--- src/rtl/sata_rx_prim_decode.sv ---
// SATA receive primitive decoder: classifies each rx dword, resolves CONTp
// suppression, flags bad/unknown K dwords and counts errors (saturating).
// Ports: clk, rst_n (async, active-low), phy_ready gates decode;
//   rxdata_in/rxcharisk_in raw dword; err_cnt_clr sync clear;
//   rx_prim one-hot (bit 1 never set), rx_data/rx_data_val data path,
//   rx_cont_active, err_unknown_prim/err_charisk pulses, err_cnt.
module sata_rx_prim_decode #(
  parameter int DATA_BYTE_WIDTH = 4,
  parameter int ERR_CNT_WIDTH   = 16
) (
  input  logic                     clk,
  input  logic                     rst_n,
  input  logic                     phy_ready,
  input  logic [31:0]              rxdata_in,
  input  logic [3:0]               rxcharisk_in,
  input  logic                     err_cnt_clr,
  output logic [17:0]              rx_prim,
  output logic [31:0]              rx_data,
  output logic                     rx_data_val,
  output logic                     rx_cont_active,
  output logic                     err_unknown_prim,
  output logic                     err_charisk,
  output logic [ERR_CNT_WIDTH-1:0] err_cnt
);

  if (DATA_BYTE_WIDTH != 4) begin : g_bad_cfg
    $error("sata_rx_prim_decode: DATA_BYTE_WIDTH must be 4");
  end

  // index 0 is the rightmost entry
  localparam logic [17:0][31:0] TAB = {
    32'hF5F5957C, 32'h9595957C, 32'h7575957C,
    32'h1717B57C, 32'h3636B57C, 32'h5858B57C,
    32'h9595AA7C, 32'hD5D5AA7C, 32'hD5D5B57C,
    32'h3737B57C, 32'h5757B57C, 32'h5656B57C,
    32'h3535B57C, 32'h5555B57C, 32'h4A4A957C,
    32'hB5B5957C, 32'h9999AA7C, 32'h7B4A4ABC
  };

  logic [17:0] held_q, held_d;
  logic        cont_q, cont_d;
  logic [17:0] prim_d;
  logic [31:0] data_d;
  logic        val_d;
  logic        err_u_d;
  logic        err_k_d;
  logic [17:0] hit;
  logic        is_k, is_d;
  logic        is_align, is_cont, is_oth, is_unk;
  logic        is_junk, is_dat, is_bad;

  always_comb begin
    for (int i = 0; i < 18; i++)
      hit[i] = (rxdata_in == TAB[i]);
  end

  assign is_k     = (rxcharisk_in == 4'b0001);
  assign is_d     = (rxcharisk_in == 4'b0000);
  assign is_align = is_k & hit[0];
  assign is_cont  = is_k & hit[1];
  assign is_oth   = is_k & (|hit[17:2]);
  assign is_unk   = is_k & ~(|hit);
  assign is_junk  = is_d & cont_q;
  assign is_dat   = is_d & ~cont_q;
  assign is_bad   = ~is_k & ~is_d;

  // state register
  always_ff @(posedge clk or negedge rst_n) begin
    if (!rst_n) begin
      held_q <= '0;
      cont_q <= 1'b0;
    end else begin
      held_q <= held_d;
      cont_q <= cont_d;
    end
  end

  // next state
  always_comb begin
    held_d = held_q;
    cont_d = cont_q;
    if (!phy_ready) begin
      held_d = '0;
      cont_d = 1'b0;
    end else begin
      unique case (1'b1)
        is_align: ;
        is_cont:  cont_d = 1'b1;
        is_oth: begin
          held_d = hit;
          cont_d = 1'b0;
        end
        is_junk: ;
        is_dat:  held_d = '0;
        default: begin
          held_d = '0;
          cont_d = 1'b0;
        end
      endcase
    end
  end

  // output decode
  always_comb begin
    prim_d  = '0;
    data_d  = '0;
    val_d   = 1'b0;
    err_u_d = 1'b0;
    err_k_d = 1'b0;
    if (phy_ready) begin
      unique case (1'b1)
        is_align: prim_d = 18'h1;
        is_cont:  prim_d = held_q;
        is_oth:   prim_d = hit;
        is_junk:  prim_d = held_q;
        is_dat: begin
          val_d  = 1'b1;
          data_d = rxdata_in;
        end
        is_unk:  err_u_d = 1'b1;
        is_bad:  err_k_d = 1'b1;
        default: ;
      endcase
    end
  end

  always_ff @(posedge clk or negedge rst_n) begin
    if (!rst_n) begin
      rx_prim          <= '0;
      rx_data          <= '0;
      rx_data_val      <= 1'b0;
      err_unknown_prim <= 1'b0;
      err_charisk      <= 1'b0;
    end else begin
      rx_prim          <= prim_d;
      rx_data          <= data_d;
      rx_data_val      <= val_d;
      err_unknown_prim <= err_u_d;
      err_charisk      <= err_k_d;
    end
  end

  assign rx_cont_active = cont_q;

  // clear wins over the count, but a same-cycle error still counts once
  always_ff @(posedge clk or negedge rst_n) begin
    if (!rst_n)
      err_cnt <= '0;
    else if (err_cnt_clr)
      err_cnt <= (err_u_d | err_k_d) ? ERR_CNT_WIDTH'(1) : '0;
    else if ((err_u_d | err_k_d) && !(&err_cnt))
      err_cnt <= err_cnt + ERR_CNT_WIDTH'(1);
  end

endmodule

--- config.mk ---
export PLATFORM = sky130hd
export DESIGN_NAME = sata_rx_prim_decode
export DESIGN_NICKNAME = d
export VERILOG_FILES = /design/src/rtl/sata_rx_prim_decode.sv
export SDC_FILE = /design/constraint.sdc
export NUM_CORES = 1
export LEC_CHECK = 0
export CORE_MARGIN = 2
export CORE_UTILIZATION = 44
export CTS_CLUSTER_SIZE = 10
export DETAILED_ROUTE_END_ITERATION = 8
export PLACE_DENSITY = 0.74
export SKIP_CTS_REPAIR_TIMING = 1
export SLEW_MARGIN = 5
export SYNTH_ARGS = -nofsm -noshare
export SYNTH_HDL_FRONTEND = slang
export SYNTH_SLANG_ARGS = --single-unit
--- constraint.sdc ---
create_clock -name clk -period 2.08 [get_ports clk]
set_input_delay 0.208 -clock clk [delete_from_list [all_inputs] [get_ports clk]]
set_output_delay 0.208 -clock clk [all_outputs]
set_load 0.01 [all_outputs]
==> results.toml <==
[cts]
cts.reportedPaths.clkPinSlew_ns = 0.09
clockBufferDepth = 2
cts_tree = "built"
insertion_delay_ns = 0.36
h-tree-depth = 3
cts_num_sinks = 88
cts-buffers-inserted = 9
root_buffer = "clkbuf_8"

[placement]
dp_cells = 752
portBuffers = 109
hpwl_um = 9730
placed_cell_area_mm2 = 0.00634
gp_congestion = 0.914
dp_worst_setup_slack_ns = -0.924

[worst_setup_path]
endpoint_kind = "flip-flop"
critical_path.reg2reg.endpoint = "err_cnt[13]$_DFFE_PN0P_"
cp.required_ns = 2.37
arrival_ns = 2.45
r2r-start = "err_cnt[3]$_DFFE_PN0P_"
crit_start = "rxdata_in[23]"
rrSetupSlack_ns = -0.07
cp_max_fo = 6
start_kind = "input pin"
ff2ff_path_depth = 9
path_class = "in -> reg"

[power_and_ir_drop]
p_leak_nw = 3.16
p_int_mw = 2.54
clockPowerShare_pct = 36.8
total_power_mw = 3.36
combPwrFrac_pct = 11.7
powerDensity_mw_per_mm2 = 490
ir_drop_uv = 261
switching_power_mw = 0.815
pwr-share-seq_pct = 51.4
swShare_pct = 24.3

[timing]
grt_setup_unrepaired = "yes"
min_period_ns = 2.16
fin_skew_ns = 0.00818
setup_slack_ns = -0.0769
fin_hold_ws_ns = 0.0809
finalSetupViolCount = 7
slew_violations = 0
hold_violations = 0
fmax_mhz = 464
fin_crit_sh_pct = 104
slew_headroom_pct = 66.5
fin_tns_setup_ns = -0.186
tightest_slew_ns = 0.490

[final_layout]
final_util_pct = 71.1
final_common_cell = "buf_4"
diodes = 0
fin_nets = 684
design_area_mm2 = 0.00685
syn_to_final_growth_pct = 59.0
drive_above_1_share_pct = 30.1
layout_common_cells = "buf_4 (113), dfrtp_1 (88), clkdlybuf4s50_1 (76)"
finalNonFillerCells = 781

[grt]
grt_pass1_wl_um = 20900
use_met2_pct = 43.5
grt_overflow = 0
top_usage_layer = "met2"
grtUsageMet1_pct = 33.3
grt_max_degree = 42
grt_pass1_vias = 4208
gr-usage-met3_pct = 3.59
track_usage_pct = 25.6
grt_antenna_before_repair = 0

[synthesis]
yosysTopAreaCell = "dfrtp_1"
synthTopCellsByArea = "dfrtp_1 (51%), and2_1 (5.8%), nor2_1 (2.9%), nand2_1 (2.8%), nand3_1 (2.4%)"
yosysSeqAreaShare_pct = 51.1
yosys_warnings = 0
synth_area_mm2 = 0.00431
synth_edf_count = 0
async_flop_share_pct = 100
synth_ff_type = "dfrtp_1"
synth.distinct_cells = 70
synth_nets = 462
synth-seq-cells = 88
syn_area_per_cell_um2 = 10.2
synth_top_cell_area_share_pct = 51.1
syn_inst = 421

[route]
drc = 0
wl_per_cell_um = 16.6
ant_nets = 0
vias = 4143
viasPerCell = 5.30
drt-initial-drc-count = 227
drt_pass1_iterations = 4
drt_wl_total_um = 13000

[floorplanning]
core_area_mm2 = 0.00964
start_util_pct = 44.7
ios = 110
floorplan.die_area_mm2 = 0.0106
chipHeight_um = 103
std_cell_rows = 36
fp.dieW_um = 103

[hold_path]
min_from = "rxdata_in[0]"
min_to = "rx_data[0]$_DFF_PN0_"
hold_class = "in -> reg"
whs_path_depth = 2

[job]
max_cap_violations = 0

[outcome]
violations = "negative setup slack"
outcome = "finished, violations left"
## cell type report
cell class | count | area, um2
Tap cell | 133 | 166
Sequential cell | 88 | 2200
Clock inverter | 4 | 52.6
Clock buffer | 12 | 155
Fill cell | 737 | 2790
Timing Repair Buffer | 228 | 2080
Multi-Input combinational cell | 313 | 2190
Inverter | 3 | 11.3
## power groups by stage
| stage | Clock, mW | Sequential [mW] | Combinational, mW |
|---|---|---|---|
| after floorplan | 0 | 1.78 | 0.109 |
| after global placement | 0 | 1.76 | 0.371 |
| after detailed placement | 0 | 1.76 | 0.379 |
| after CTS | 1.26 | 1.73 | 0.382 |
| after global routing | 1.33 | 1.73 | 0.429 |
| final | 1.24 | 1.73 | 0.394 |
## state kept, by name, indices dropped and copies added, names as in the netlist
name / cells
err_charisk: 1
err_cnt: 16
err_unknown_prim: 1
held_q: 18
rx_cont_active: 1
rx_data: 32
rx_data_val: 1
rx_prim: 18
## critical path: stages
cell and delay, ns:
dlymetal6s2s_1 0.19, and4bb_2 0.27, nand4_1 0.19, nor3_1 0.08
buf_4 0.16, a2111oi_4 0.22, o2111a_2 0.29, a21oi_4 0.09
buf_6 0.13, or4b_1 0.50, a21oi_1 0.14
## metal layers
layer / share of wire (%) / wire length (um) / vias up
met5: 0 / 0 / -
met1: 44 / 5740 / 2051
met4: 2.2 / 290 / 0
met3: 3.5 / 455 / 23
li1: - / - / 1964
met2: 50 / 6510 / 105
## how the worst max path moves through the flow
| stage | cells after the start | slack, ns | endpoint |
|---|---|---|---|
| after global routing | 11 | -0.17 | err_cnt[13]$_DFFE_PN0P_ |
| after CTS | 10 | -0.52 | err_cnt[11]$_DFFE_PN0P_ |
| after global placement | 10 | -0.90 | err_cnt[11]$_DFFE_PN0P_ |
| final | 11 | -0.08 | err_cnt[13]$_DFFE_PN0P_ |
| after floorplan | 10 | -0.07 | err_cnt[1]$_DFFE_PN0P_ |
| after detailed placement | 10 | -0.92 | err_cnt[11]$_DFFE_PN0P_ |
## cells by family (layout without fill, tap and decap cells)
kind of cell | Yosys count | count (layout) | synth area share, %
XOR/XNOR | 1 | 1 | 0.203
multiplexers | 4 | 4 | 1.02
adder cells (fa/ha/maj) | 1 | 1 | 0.290
buffers and inverters | 20 | 247 | 2.53
flip-flops | 88 | 88 | 51.1
AO/OA/AOI/OAI | 84 | 84 | 13.4
AND/OR/NAND/NOR | 223 | 223 | 31.4
## synthesized netlist by cell type, types with 7 or more instances
master / count
or3_1: 10
nor2b_1: 12
and3_1: 7
nand4_1: 11
o21ai_0: 16
a22oi_1: 12
dfrtp_1: 88
o21ai_1: 8
nor3_1: 11
nand2_1: 32
a21oi_1: 18
nand3_1: 21
nor2_1: 33
and2_1: 40
(Power assumes the default switching activity.)
